[src/rtl/xadc_temp_poller_pkg.sv]
`default_nettype none
// ============================================================================
// Module   : xadc_pkg (package)
// Purpose  : Shared constants and types for the XADC temperature poller:
//            DRP register addresses, FSM state encoding, reset codes and the
//            Celsius-to-code conversion constants.
// Revision : 1.0 - initial release
// ============================================================================
package xadc_pkg;

    // XADC DRP status register addresses
    localparam logic [6:0] ADDR_TEMP    = 7'h00;  // current die temperature
    localparam logic [6:0] ADDR_MAXTEMP = 7'h20;  // max temperature since power-up

    // Output codes before any sample has been taken. All-ones reads as
    // "hottest possible", so downstream logic fails safe.
    localparam logic [11:0] TEMP_RESET_CODE     = 12'hFFF;
    localparam logic [11:0] TEMP_MAX_RESET_CODE = 12'h000;

    // code = (T_C + KELVIN_OFFSET) * CODE_PER_KELVIN, 12-bit XADC transfer
    // function. Used when deriving threshold parameters from Celsius.
    localparam real CODE_PER_KELVIN = 4096.0 / 503.975;
    localparam real KELVIN_OFFSET   = 273.15;

    // Sequencer states. REQ_M / WAIT_M are only reachable when the max
    // temperature read-back is built in.
    typedef enum logic [2:0] {
        S_IDLE   = 3'd0,
        S_REQ_T  = 3'd1,
        S_WAIT_T = 3'd2,
        S_REQ_M  = 3'd3,
        S_WAIT_M = 3'd4
    } state_t;

endpackage
`default_nettype wire

[src/rtl/xadc_temp_poller_if.sv]
`default_nettype none
// ============================================================================
// Module   : xadc_temp_poller_if
// Purpose  : XADC dynamic reconfiguration port (DRP) bundle.
//            master : the poller (drives address/enable/write controls)
//            slave  : the XADC primitive (returns read data and ready)
// Signals  : drp_daddr[6:0], drp_den, drp_dwe, drp_di[15:0]  master -> slave
//            drp_do[15:0], drp_drdy                           slave -> master
// Revision : 1.0 - initial release
// ============================================================================
interface xadc_temp_poller_if;

    logic [6:0]  drp_daddr;
    logic        drp_den;
    logic        drp_dwe;
    logic [15:0] drp_di;
    logic [15:0] drp_do;
    logic        drp_drdy;

    modport master (
        output drp_daddr,
        output drp_den,
        output drp_dwe,
        output drp_di,
        input  drp_do,
        input  drp_drdy
    );

    modport slave (
        input  drp_daddr,
        input  drp_den,
        input  drp_dwe,
        input  drp_di,
        output drp_do,
        output drp_drdy
    );

endinterface
`default_nettype wire

[src/rtl/xadc_temp_poller_drp_read_port.sv]
`default_nettype none
// ============================================================================
// Module   : drp_read_port
// Purpose  : Single DRP read engine. A start pulse latches the address and
//            issues a one-cycle enable; the engine then waits for the ready
//            strobe or gives up after TIMEOUT_CYCLES clocks (counted from
//            the enable edge).
// Ports    : clock, resetn          clock / synchronous active-low reset
//            i_start, i_addr        launch a read at i_addr
//            i_drp_drdy, i_drp_do   DRP ready strobe and read data
//            o_drp_den, o_drp_daddr DRP enable pulse and held address
//            o_done                 ready seen while waiting (same cycle)
//            o_timed_out            wait window expired (same cycle)
//            o_data                 read data, valid with o_done
// Revision : 1.0 - initial release
// ============================================================================
module drp_read_port #(
    parameter int TIMEOUT_CYCLES = 64
) (
    input  wire logic        clock,
    input  wire logic        resetn,
    input  wire logic        i_start,
    input  wire logic [6:0]  i_addr,
    input  wire logic        i_drp_drdy,
    input  wire logic [15:0] i_drp_do,
    output logic             o_drp_den,
    output logic [6:0]       o_drp_daddr,
    output logic             o_done,
    output logic             o_timed_out,
    output logic [15:0]      o_data
);

    localparam int                 c_cnt_w    = $clog2(TIMEOUT_CYCLES + 1);
    localparam logic [c_cnt_w-1:0] c_cnt_last = c_cnt_w'(TIMEOUT_CYCLES - 1);

    logic               r_den;
    logic [6:0]         r_daddr;
    logic               r_wait;
    logic [c_cnt_w-1:0] r_cnt;

    // r_cnt holds (clocks since the enable edge - 1) while waiting, so the
    // give-up decision lands exactly TIMEOUT_CYCLES edges after the enable.
    // Ready in the enable cycle itself is not accepted (r_wait still low).
    assign o_done      = r_wait & i_drp_drdy;
    assign o_timed_out = r_wait & ~i_drp_drdy & (r_cnt == c_cnt_last);
    assign o_data      = i_drp_do;
    assign o_drp_den   = r_den;
    assign o_drp_daddr = r_daddr;

    always_ff @(posedge clock) begin
        if (!resetn) begin
            r_den   <= 1'b0;
            r_daddr <= 7'h00;
            r_wait  <= 1'b0;
            r_cnt   <= '0;
        end else begin
            r_den <= i_start;
            if (i_start) begin
                r_daddr <= i_addr;
                r_wait  <= 1'b0;
                r_cnt   <= '0;
            end else if (r_den) begin
                r_wait <= 1'b1;
                r_cnt  <= r_cnt + 1'b1;
            end else if (r_wait) begin
                if (o_done || o_timed_out) begin
                    r_wait <= 1'b0;
                end else begin
                    r_cnt <= r_cnt + 1'b1;
                end
            end
        end
    end

endmodule
`default_nettype wire

[src/rtl/xadc_temp_poller.sv]
`default_nettype none
// ============================================================================
// Module   : xadc_temp_poller
// Purpose  : Periodically reads the XADC on-die temperature over DRP and
//            presents it to the fan controller together with a fail-safe
//            alarm (OT pin, hysteretic high threshold, no sample yet, or
//            DRP timeout).
// Ports    : clock, resetn     board clock / synchronous active-low reset
//            xadc_ot           asynchronous XADC over-temperature pin
//            drp               DRP bundle (master side)
//            device_temp[11:0] last good temperature code
//            temp_valid        one-cycle pulse when device_temp updates
//            alarm             fan-full request
//            drp_timeout       sticky DRP timeout flag
//            device_temp_max   max temperature code (XADC_MAXTEMP_EN only)
// Config   : XADC_MAXTEMP_EN - also read DRP 7'h20 after each good
//            temperature read and present it as device_temp_max.
// Revision : 1.0 - initial release
// ============================================================================
module xadc_temp_poller
    import xadc_pkg::*;
#(
    parameter int POLL_CYCLES    = 100000,
    parameter int TIMEOUT_CYCLES = 64,
    parameter int ALARM_HI       = 2910,
    parameter int ALARM_LO       = 2829
) (
    input  wire logic           clock,
    input  wire logic           resetn,
    input  wire logic           xadc_ot,
    xadc_temp_poller_if.master  drp,
    output logic [11:0]         device_temp,
    output logic                temp_valid,
    output logic                alarm,
    output logic                drp_timeout
`ifdef XADC_MAXTEMP_EN
    ,
    output logic [11:0]         device_temp_max
`endif
);

    localparam int                   c_timer_w  = $clog2(POLL_CYCLES);
    localparam logic [c_timer_w-1:0] c_reload   = c_timer_w'(POLL_CYCLES - 1);
    localparam logic [11:0]          c_alarm_hi = 12'(ALARM_HI);
    localparam logic [11:0]          c_alarm_lo = 12'(ALARM_LO);

    state_t               r_state;
    logic [c_timer_w-1:0] r_timer;
    logic                 r_have_sample;
    logic                 r_thr_alarm;
    logic                 r_ot_meta;
    logic                 r_ot_sync;
    logic [11:0]          r_device_temp;
    logic                 r_temp_valid;
    logic                 r_alarm;
    logic                 r_drp_timeout;
`ifdef XADC_MAXTEMP_EN
    logic [11:0]          r_device_temp_max;
`endif

    logic        w_start;
    logic [6:0]  w_addr;
    logic        w_done;
    logic        w_timed_out;
    logic [15:0] w_data;
    logic [11:0] w_code;
    logic [3:0]  w_unused_low_bits;
    logic        w_thr_next;
    logic        w_have_next;

    assign w_code            = w_data[15:4];
    assign w_unused_low_bits = w_data[3:0];

    drp_read_port #(
        .TIMEOUT_CYCLES (TIMEOUT_CYCLES)
    ) u_drp_read_port (
        .clock       (clock),
        .resetn      (resetn),
        .i_start     (w_start),
        .i_addr      (w_addr),
        .i_drp_drdy  (drp.drp_drdy),
        .i_drp_do    (drp.drp_do),
        .o_drp_den   (drp.drp_den),
        .o_drp_daddr (drp.drp_daddr),
        .o_done      (w_done),
        .o_timed_out (w_timed_out),
        .o_data      (w_data)
    );

    assign drp.drp_dwe = 1'b0;
    assign drp.drp_di  = 16'h0000;

    // Read launch and next-state of the alarm sources. The start decision
    // coincides with the FSM leaving IDLE (or WAIT_T for the max read), so
    // the engine's enable cycle is exactly the REQ state.
    always_comb begin
        w_start     = 1'b0;
        w_addr      = ADDR_TEMP;
        w_thr_next  = r_thr_alarm;
        w_have_next = r_have_sample;

        if (r_state == S_IDLE && r_timer == '0) begin
            w_start = 1'b1;
        end
`ifdef XADC_MAXTEMP_EN
        if (r_state == S_WAIT_T && w_done) begin
            w_start = 1'b1;
            w_addr  = ADDR_MAXTEMP;
        end
`endif

        if (r_state == S_WAIT_T) begin
            if (w_done) begin
                w_have_next = 1'b1;
                // Hysteresis: between LO (inclusive) and HI the flag holds.
                if (w_code >= c_alarm_hi) begin
                    w_thr_next = 1'b1;
                end else if (w_code < c_alarm_lo) begin
                    w_thr_next = 1'b0;
                end
            end else if (w_timed_out) begin
                w_have_next = 1'b0;
            end
        end
    end

    always_ff @(posedge clock) begin
        if (!resetn) begin
            r_state       <= S_IDLE;
            r_timer       <= '0;
            r_have_sample <= 1'b0;
            r_thr_alarm   <= 1'b0;
            r_ot_meta     <= 1'b0;
            r_ot_sync     <= 1'b0;
            r_device_temp <= TEMP_RESET_CODE;
            r_temp_valid  <= 1'b0;
            r_alarm       <= 1'b1;
            r_drp_timeout <= 1'b0;
`ifdef XADC_MAXTEMP_EN
            r_device_temp_max <= TEMP_MAX_RESET_CODE;
`endif
        end else begin
            r_ot_meta     <= xadc_ot;
            r_ot_sync     <= r_ot_meta;
            r_have_sample <= w_have_next;
            r_thr_alarm   <= w_thr_next;
            // Built from next-state values so a new code or a timeout shows
            // on alarm at the same edge as device_temp / the failure.
            r_alarm       <= r_ot_sync | w_thr_next | ~w_have_next;
            r_temp_valid  <= 1'b0;

            // Free-running poll timer: reloads only on a read launch from
            // IDLE, so the period does not depend on DRP latency.
            if (r_state == S_IDLE && r_timer == '0) begin
                r_timer <= c_reload;
            end else if (r_timer != '0) begin
                r_timer <= r_timer - 1'b1;
            end

            case (r_state)
                S_IDLE: begin
                    if (r_timer == '0) begin
                        r_state <= S_REQ_T;
                    end
                end
                S_REQ_T: begin
                    r_state <= S_WAIT_T;
                end
                S_WAIT_T: begin
                    if (w_done) begin
                        r_device_temp <= w_code;
                        r_temp_valid  <= 1'b1;
`ifdef XADC_MAXTEMP_EN
                        r_state       <= S_REQ_M;
`else
                        r_state       <= S_IDLE;
`endif
                    end else if (w_timed_out) begin
                        r_drp_timeout <= 1'b1;
                        r_state       <= S_IDLE;
                    end
                end
`ifdef XADC_MAXTEMP_EN
                S_REQ_M: begin
                    r_state <= S_WAIT_M;
                end
                S_WAIT_M: begin
                    if (w_done) begin
                        r_device_temp_max <= w_code;
                        r_state           <= S_IDLE;
                    end else if (w_timed_out) begin
                        // Current temperature is still good; only flag it.
                        r_drp_timeout <= 1'b1;
                        r_state       <= S_IDLE;
                    end
                end
`endif
                default: begin
                    r_state <= S_IDLE;
                end
            endcase
        end
    end

    assign device_temp = r_device_temp;
    assign temp_valid  = r_temp_valid;
    assign alarm       = r_alarm;
    assign drp_timeout = r_drp_timeout;
`ifdef XADC_MAXTEMP_EN
    assign device_temp_max = r_device_temp_max;
`endif

endmodule
`default_nettype wire

[src/flat_wrapper.sv]
// flat-port wrapper written by rule: the top's interface ports become plain ports
module xadc_temp_poller_flat import xadc_pkg::*;
#(
    parameter int POLL_CYCLES    = 100000,
    parameter int TIMEOUT_CYCLES = 64,
    parameter int ALARM_HI       = 2910,
    parameter int ALARM_LO       = 2829
)
  (clock, resetn, xadc_ot, device_temp, temp_valid, alarm, drp_timeout, drp_drp_daddr, drp_drp_den, drp_drp_dwe, drp_drp_di, drp_drp_do, drp_drp_drdy);
  xadc_temp_poller_if drp_i ();
  input  wire logic clock;
  input  wire logic resetn;
  input  wire logic xadc_ot;
  output logic [11:0] device_temp;
  output logic temp_valid;
  output logic alarm;
  output logic drp_timeout;
  output wire logic [$bits(drp_i.drp_daddr)-1:0] drp_drp_daddr;
  output wire logic [$bits(drp_i.drp_den)-1:0] drp_drp_den;
  output wire logic [$bits(drp_i.drp_dwe)-1:0] drp_drp_dwe;
  output wire logic [$bits(drp_i.drp_di)-1:0] drp_drp_di;
  input wire logic [$bits(drp_i.drp_do)-1:0] drp_drp_do;
  input wire logic [$bits(drp_i.drp_drdy)-1:0] drp_drp_drdy;
  assign drp_drp_daddr = drp_i.drp_daddr;
  assign drp_drp_den = drp_i.drp_den;
  assign drp_drp_dwe = drp_i.drp_dwe;
  assign drp_drp_di = drp_i.drp_di;
  assign drp_i.drp_do = drp_drp_do;
  assign drp_i.drp_drdy = drp_drp_drdy;
  xadc_temp_poller #(.POLL_CYCLES(POLL_CYCLES), .TIMEOUT_CYCLES(TIMEOUT_CYCLES), .ALARM_HI(ALARM_HI), .ALARM_LO(ALARM_LO)) u_core (.clock(clock), .resetn(resetn), .xadc_ot(xadc_ot), .drp(drp_i), .device_temp(device_temp), .temp_valid(temp_valid), .alarm(alarm), .drp_timeout(drp_timeout));
endmodule
[config.mk]
export PLATFORM = sky130hd
export DESIGN_NAME = xadc_temp_poller_flat
export DESIGN_NICKNAME = d
export VERILOG_FILES = /design/src/rtl/xadc_temp_poller_pkg.sv /design/src/rtl/xadc_temp_poller_if.sv /design/src/rtl/xadc_temp_poller_drp_read_port.sv /design/src/rtl/xadc_temp_poller.sv /design/src/flat_wrapper.sv
export SDC_FILE = /design/constraint.sdc
export NUM_CORES = 1
export LEC_CHECK = 0
export BUFFER_PORTS_ARGS = -buffer_cell sky130_fd_sc_hd__buf_2
export CAP_MARGIN = 40
export CORE_MARGIN = 5
export CORE_UTILIZATION = 56
export DETAILED_ROUTE_END_ITERATION = 8
export HOLD_SLACK_MARGIN = 0.05
export PLACE_DENSITY = 0.93
export SYNTH_ARGS = -nofsm -noshare
export SYNTH_HDL_FRONTEND = slang
export SYNTH_SLANG_ARGS = --single-unit
[constraint.sdc]
create_clock -name clock -period 4 [get_ports clock]
set_clock_uncertainty 0.05 [all_clocks]
set_input_delay 0.6 -clock clock [delete_from_list [all_inputs] [get_ports clock]]
set_output_delay 0.6 -clock clock [all_outputs]
set_load 0.02 [all_outputs]
==> results.cfg, run 1 <==
[outcome]
status = completed

[logic_synthesis]
parity_gate_share_of_the_synthesized_area_counting_xor_and_xnor_cells_pct = 0.770
count_of_different_cell_masters_after_synthesis = 52
synth-seq-area-share_pct = 41.3
synth_compound_gate_area_share_pct = 17.6
number_of_flops_mapped_to_enable_cells_by_yosys = 0
synth_simple_gate_area_share_pct = 27.3
syn_area_per_cell_sq_um = 8.43
synth_async_sr_flop_share_pct = 0
ys_ff_latch = 47
synth_cells = 270
synthFlopType = sky130_fd_sc_hd__dfxtp_1
syn-cell-area_sq_um = 2280
synth_fa_ha_area_share_pct = 1.10
multiplexer_area_fraction_after_synthesis_pct = 0.440
synth_warnings = 0
combinational_family_with_the_most_area_after_synthesis = simple AND/OR/NAND/NOR gates

[cts]
cts.reportedPaths.clkPinSlew_ps = 80
cts_repair_resize_count = 0
clock_root_buffer = sky130_fd_sc_hd__clkbuf_8
cts-htree-levels = 2
worstSkewPairLatency_ps = 290
cts_hold_buffers = 0
cts.sink_count = 47
clock_buffers_created_by_tritoncts = 5
cts_tree = yes
cts_buffer_depth = 2
post_cts_buffers = 0

[placement]
buffer_ports.inserted = 31
dp_hpwl_mm = 3.39
worst_slack_after_detailed_placement_ps = 1370
routabilityCongestion = 0.872

[sta]
clock.fmax_mhz = 375
setup_viol = 0
timing.final.hold_violations = 0
timing_worst_slew_pin_value_ps = 798
fin_crit_ps = 2670
totalNegativeSetupSlack_ps = 0
slew_violations = 0
worst_slack_ps = 1330
slew-limit-headroom_pct = 46.3
share_of_the_clock_period_used_by_the_worst_path_after_layout_pct = 66.7
unrepaired_setup_endpoints_after_global_routing = false

[worst_setup_path]
instance_count_on_the_critical_path = 6
cp_num_buf_inv = 1
timing.critical_path.fanout_max = 15
worstReg2RegStart = u_core.r_timer[0]
critical_path.cell_chain = inv_1, ha_1, or2b_2, or4_1, o31ai_4, nor2_1
r2r_cells = 6
critPathKind = register to register
cp_top_family = simple AND/OR/NAND/NOR gates
cp_slowest_stage_delay_ps = 780
critical_path.slowest_cell = sky130_fd_sc_hd__or4_1
cp_data_required_time_ps = 4110
worst_setup_path_end_kind = register
worst_setup_path_startpoint = u_core.r_timer[0]
worst_setup_path_start_kind = register
cp.arrival_ps = 2770

[drt]
drt-vias-per-instance = 5.71
route.vias.total = 1975
firstDrtPassIters = 4
first_iter_violations = 126
ant_nets = 0
postRouteWirelength_mm = 4.69
drc = 0
detail_route.wl_per_cell_um = 13.6

[die]
die-width_um = 73.8
total_die_area_sq_um = 5440
die_h_um = 73.8
coreArea_sq_um = 3970
count_of_boundary_i_o_pins = 60
floorplan.initialDensity_pct = 57.3
core.rowCount = 23

[worst_hold_path]
min-delay-path-class = register to register
hold_depth = 1
holdCritStartpoint = u_core.r_ot_meta

[global_routing]
global_route_usage_over_all_layers_pct = 17.7
pin_count_of_the_biggest_net_entering_global_routing = 24
grt_pass1_vias = 1779
first_pass_grt_wire_length_mm = 7.70
grt_antenna_before_repair = 0
global_route_overflow = 0

[final_layout]
multiInputGateArea_sq_um = 1160
post_layout_net_count = 318
layout_cells_sized_above_1_pct = 17.2
final-seq-area_sq_um = 941
area.growth.synth_to_final_pct = 7.70
filler_cell_count = 347
antennaDiodeCount = 0

[power]
total_leakage_power_nw = 1.01
power_density_nw_per_um2 = 680
worst_ir_drop_vdd_v = 0.000479

[run]
cap_violations = 0
final timing paths:
kind	slack (ps)	endpoint
max	1330	u_core.u_drp_read_port.r_cnt[4]
min	400	u_core.r_ot_sync
max reg2reg	1330	u_core.u_drp_read_port.r_cnt[4]
min reg2reg	400	u_core.r_ot_sync
layout by cell type, fill, tap and decap left out, drive strengths merged, types with 2 or more instances in the layout:
master / instances
o21ai: 11
nor3: 9
nor2: 14
clkbuf: 6
nand2: 34
a211o: 3
a21oi: 20
inv: 7
or4b: 3
buf: 31
nand3: 17
o31a: 2
o41ai: 2
dfxtp: 47
o31ai: 5
or4: 8
or3: 7
conb: 24
nor2b: 2
nor4: 9
a211oi: 3
or2: 3
ha: 2
o21a: 3
and2: 3
where the power goes:
| part | internal [mW] | leakage (nW) | switching [mW] |
|---|---|---|---|
| logic | 0.252 | 0.574 | 0.433 |
| clock network | 0.183 | 0.0513 | 0.150 |
| registers | 0.553 | 0.382 | 0.0962 |
cells in the mapped netlist (4+ instances only):
cell type                  number  area (sq um)
sky130_fd_sc_hd__nand2_1       34           128
sky130_fd_sc_hd__dfxtp_1       47           941
sky130_fd_sc_hd__clkbuf_1       8          30.0
sky130_fd_sc_hd__nor2_1        14          52.6
sky130_fd_sc_hd__or3_1          4          25.0
sky130_fd_sc_hd__inv_1          7          26.3
sky130_fd_sc_hd__or4_1          6          45.0
sky130_fd_sc_hd__o31ai_1        4          30.0
sky130_fd_sc_hd__nand3_1       17          85.1
sky130_fd_sc_hd__a21oi_1       19          95.1
sky130_fd_sc_hd__buf_4         24           180
sky130_fd_sc_hd__o21ai_0       11          55.1
sky130_fd_sc_hd__nor3_1         9          45.0
sky130_fd_sc_hd__nor4_1         9          56.3
state kept, by name, summed over array words and instances (netlist names):
name,flops
u_core.r_have_sample,1
u_core.alarm,1
u_core.temp_valid,1
u_core.r_thr_alarm,1
u_core.drp_timeout,1
u_core.r_ot_sync,1
u_core.r_state,2
u_core.u_drp_read_port.r_wait,1
u_core.r_ot_meta,1
u_core.r_timer,17
u_core.u_drp_read_port.r_cnt,7
u_core.device_temp,12
u_core.u_drp_read_port.o_drp_den,1
area by class of cell:
| cell class | count | area share (%) |
|---|---|---|
| Sequential cell | 47 | 38.4 |
| Timing Repair Buffer | 31 | 6.33 |
| Multi-Input combinational cell | 204 | 47.5 |
| Clock inverter | 1 | 1.23 |
| Tap cell | 50 | 2.55 |
| Inverter | 7 | 1.07 |
| Clock buffer | 6 | 2.96 |
logic make-up after synthesis:
group	count (synthesis)
muxes	1
adders and majority gates	2
buffers and inverters	42
xor gates and xnor gates	2
DFF	47
AOI/OAI and AO/OA	59
and+or+nand+nor	116
other	1
through the flow:
stage / power, mW / hold WS (ps) / cell area (sq um) / util (%) / std cells
after detailed placement: 1.33 / 373 / 2350 / 59.1 / 339
after CTS: 1.67 / 394 / 2450 / 61.7 / 346
after global routing: 1.79 / 403 / 2450 / 61.7 / 346
after global placement: 1.29 / 372 / 2350 / 59.1 / 339
after floorplan: 1.21 / 362 / 2360 / - / 293
final: 1.67 / 397 / 2450 / 61.7 / 346
routing by layer:
layer  global-route usage (%)  vias up  wire (um)
met4                     5.63        0         57
li1                         -      977          -
met5                        0        -          0
met1                     20.9      919       1970
met3                     4.65        7        434
met2                     31.0       72       2230
Power figures use the tool's default switching activity.
==> run 2: changes to the inputs <==
- CORE_UTILIZATION: 56 -> 47
- PLACE_DENSITY: 0.93 -> 0.84
- clock period: 4 -> 2.2 ns (I/O delays scaled with it)
==> run 2 against run 1 <==
The run now ends with setup timing left. Via count grew 6.1%. Combinational power grew to 2.5 times the previous value. Final area grew 9.4%. Total power grew 100%. Core utilization shrank 4.9 points. Clock power grew 54%. Critical path depth is the same. Critical endpoint is now u_core.u_drp_read_port.r_cnt[6]. Largest power group unchanged.
==> results.cfg, run 2 (synthesis results as in run 1) <==
[outcome]
status = complete, but fails checks
failed_checks = setup timing

[power]
total_leakage_power_nw = 1.13
power_density_nw_per_um2 = 1270
worst_ir_drop_vdd_v = 0.000611
power.total_mw = 3.41

[die]
die-width_um = 79.6
floorplan.initialDensity_pct = 48.2
core.rowCount = 25
die_h_um = 79.6
count_of_boundary_i_o_pins = 60
coreArea_sq_um = 4720
total_die_area_sq_um = 6330

[worst_setup_path]
worstReg2RegStart = u_core.r_timer[6]
critPathKind = register to register
worst_setup_path_end_kind = register
cp_slowest_stage_delay_ps = 570
r2r_cells = 6
critical_path.slowest_cell = sky130_fd_sc_hd__or4_4
timing.critical_path.fanout_max = 7
timing.rr.end = u_core.u_drp_read_port.r_cnt[6]
worst_setup_path_start_kind = register
crit_path_frequent_cell = sky130_fd_sc_hd__or4_4
critical_path.cell_chain = or4_4, or4_4, buf_8, o31ai_4, clkbuf_16, a21oi_1
cp_num_buf_inv = 2
timing.reg2reg.setup_slack_ps = -1
cp_top_family = simple AND/OR/NAND/NOR gates
cp_data_required_time_ps = 2340
cp.arrival_ps = 2340

[sta]
slew_violations = 0
timing.final.hold_violations = 0
share_of_the_clock_period_used_by_the_worst_path_after_layout_pct = 100
timing_worst_slew_pin_value_ps = 605
fin_crit_ps = 2200
setup_viol = 1
unrepaired_setup_endpoints_after_global_routing = true
worst_slack_ps = -1.03
totalNegativeSetupSlack_ps = -1.03
clock.fmax_mhz = 454
slew-limit-headroom_pct = 59.3

[worst_hold_path]
min-delay-path-class = input port to register
holdCritStartpoint = xadc_ot
timing.hold.worst_endpoint = u_core.r_ot_meta
hold_depth = 2

[final_layout]
fin_util_pct = 56.8
area.growth.synth_to_final_pct = 17.9
regMostFlops = u_core.r_timer
max_reg_flops = 17
final_cell_mix = sky130_fd_sc_hd__dfxtp_1, sky130_fd_sc_hd__nand2_1, sky130_fd_sc_hd__buf_2, sky130_fd_sc_hd__conb_1
layout_commonest_cell = sky130_fd_sc_hd__dfxtp_1
layout_cells_sized_above_1_pct = 25.6
post_layout_net_count = 337
final_cells = 383
antennaDiodeCount = 0
filler_cell_count = 419

[global_routing]
first_pass_grt_wire_length_mm = 7.92
global_route_overflow = 0
pin_count_of_the_biggest_net_entering_global_routing = 20
grt_antenna_before_repair = 0
global_route_usage_over_all_layers_pct = 15.4
grt_pass1_vias = 1869

[drt]
first_iter_violations = 131
firstDrtPassIters = 4
detail_route.wl_per_cell_um = 13.9
drc = 0
postRouteWirelength_mm = 5.32
drt-vias-per-instance = 5.47
ant_nets = 0
route.vias.total = 2096

[cts]
cts.reportedPaths.clkPinSlew_ps = 90
worstSkewPairLatency_ps = 300
cts_buffer_depth = 2
clock_buffers_created_by_tritoncts = 5
clock_root_buffer = sky130_fd_sc_hd__clkbuf_8
cts.sink_count = 47
cts_tree = yes
cts_hold_buffers = 0
cts-htree-levels = 2

[placement]
dp_hpwl_mm = 3.61
dp_cells = 371
buffer_ports.inserted = 31
worst_slack_after_detailed_placement_ps = -20.8
routabilityCongestion = 0.866

[run]
cap_violations = 0
==> run 2: changes by cell type in the layout (fill, tap and decap cells not counted), sizes merged <==
cell / change
buf: +17
clkbuf: +1
inv: +1
bufinv: -1
clkinv: +2
==> run 2: worst max-delay path by stage <==
stage | startpoint | to | slack, ps | depth (start not counted)
6_report | u_core.r_timer[6] | u_core.u_drp_read_port.r_cnt[6] | -1 | 6
5_1_grt | u_core.r_timer[6] | u_core.u_drp_read_port.r_cnt[6] | -60 | 6
4_1_cts | u_core.r_timer[0] | u_core.r_timer[14] | 3 | 7
3_5_place_dp | u_core.r_timer[0] | u_core.r_timer[14] | -20 | 7
3_3_place_gp | u_core.r_timer[0] | u_core.r_timer[12] | 30 | 7
2_1_floorplan | u_core.r_timer[0] | u_core.r_timer[9] | 30 | 8
==> run 2: where the power goes <==
group	internal, mW	switching, mW	total [mW]
Clock	0.224	0.290	0.514
Combinational	0.780	0.960	1.74
Sequential	1.01	0.150	1.16
==> run 2: layout make-up <==
cell class | count | area, sq um | area share [%]
clock buffer | 5 | 68.8 | 2.57
clock inverter | 3 | 18.8 | 0.700
inverter | 7 | 26.3 | 0.979
multi-input combinational | 204 | 1190 | 44.3
sequential | 47 | 943 | 35.2
tap | 67 | 83.8 | 3.13
timing repair buffer | 50 | 353 | 13.2
==> run 2: layer usage <==
layer	GRT usage [%]	vias to the layer above	routed length (um)
met3	3.27	11	405
met4	6.01	0	75
met5	0	-	0
met1	18.0	983	2150
li1	-	1016	-
met2	27.4	86	2690
==> run 2: repair_timing <==
action / CTS / global route
gates cloned: 0 / 2
setup buffers: 0 / 2
resized for setup: 2 / 11
pin swaps: 0 / 3
endpoints found under the setup margin: 4 / 18
==> run 2: per-stage QoR <==
stage                     cell area [sq um]  hold slack (ps)
final                                  2680              197
after global routing                   2680              192
after CTS                              2590              198
after detailed placement               2490              376
after global placement                 2490              367
after floorplan                        2360              362
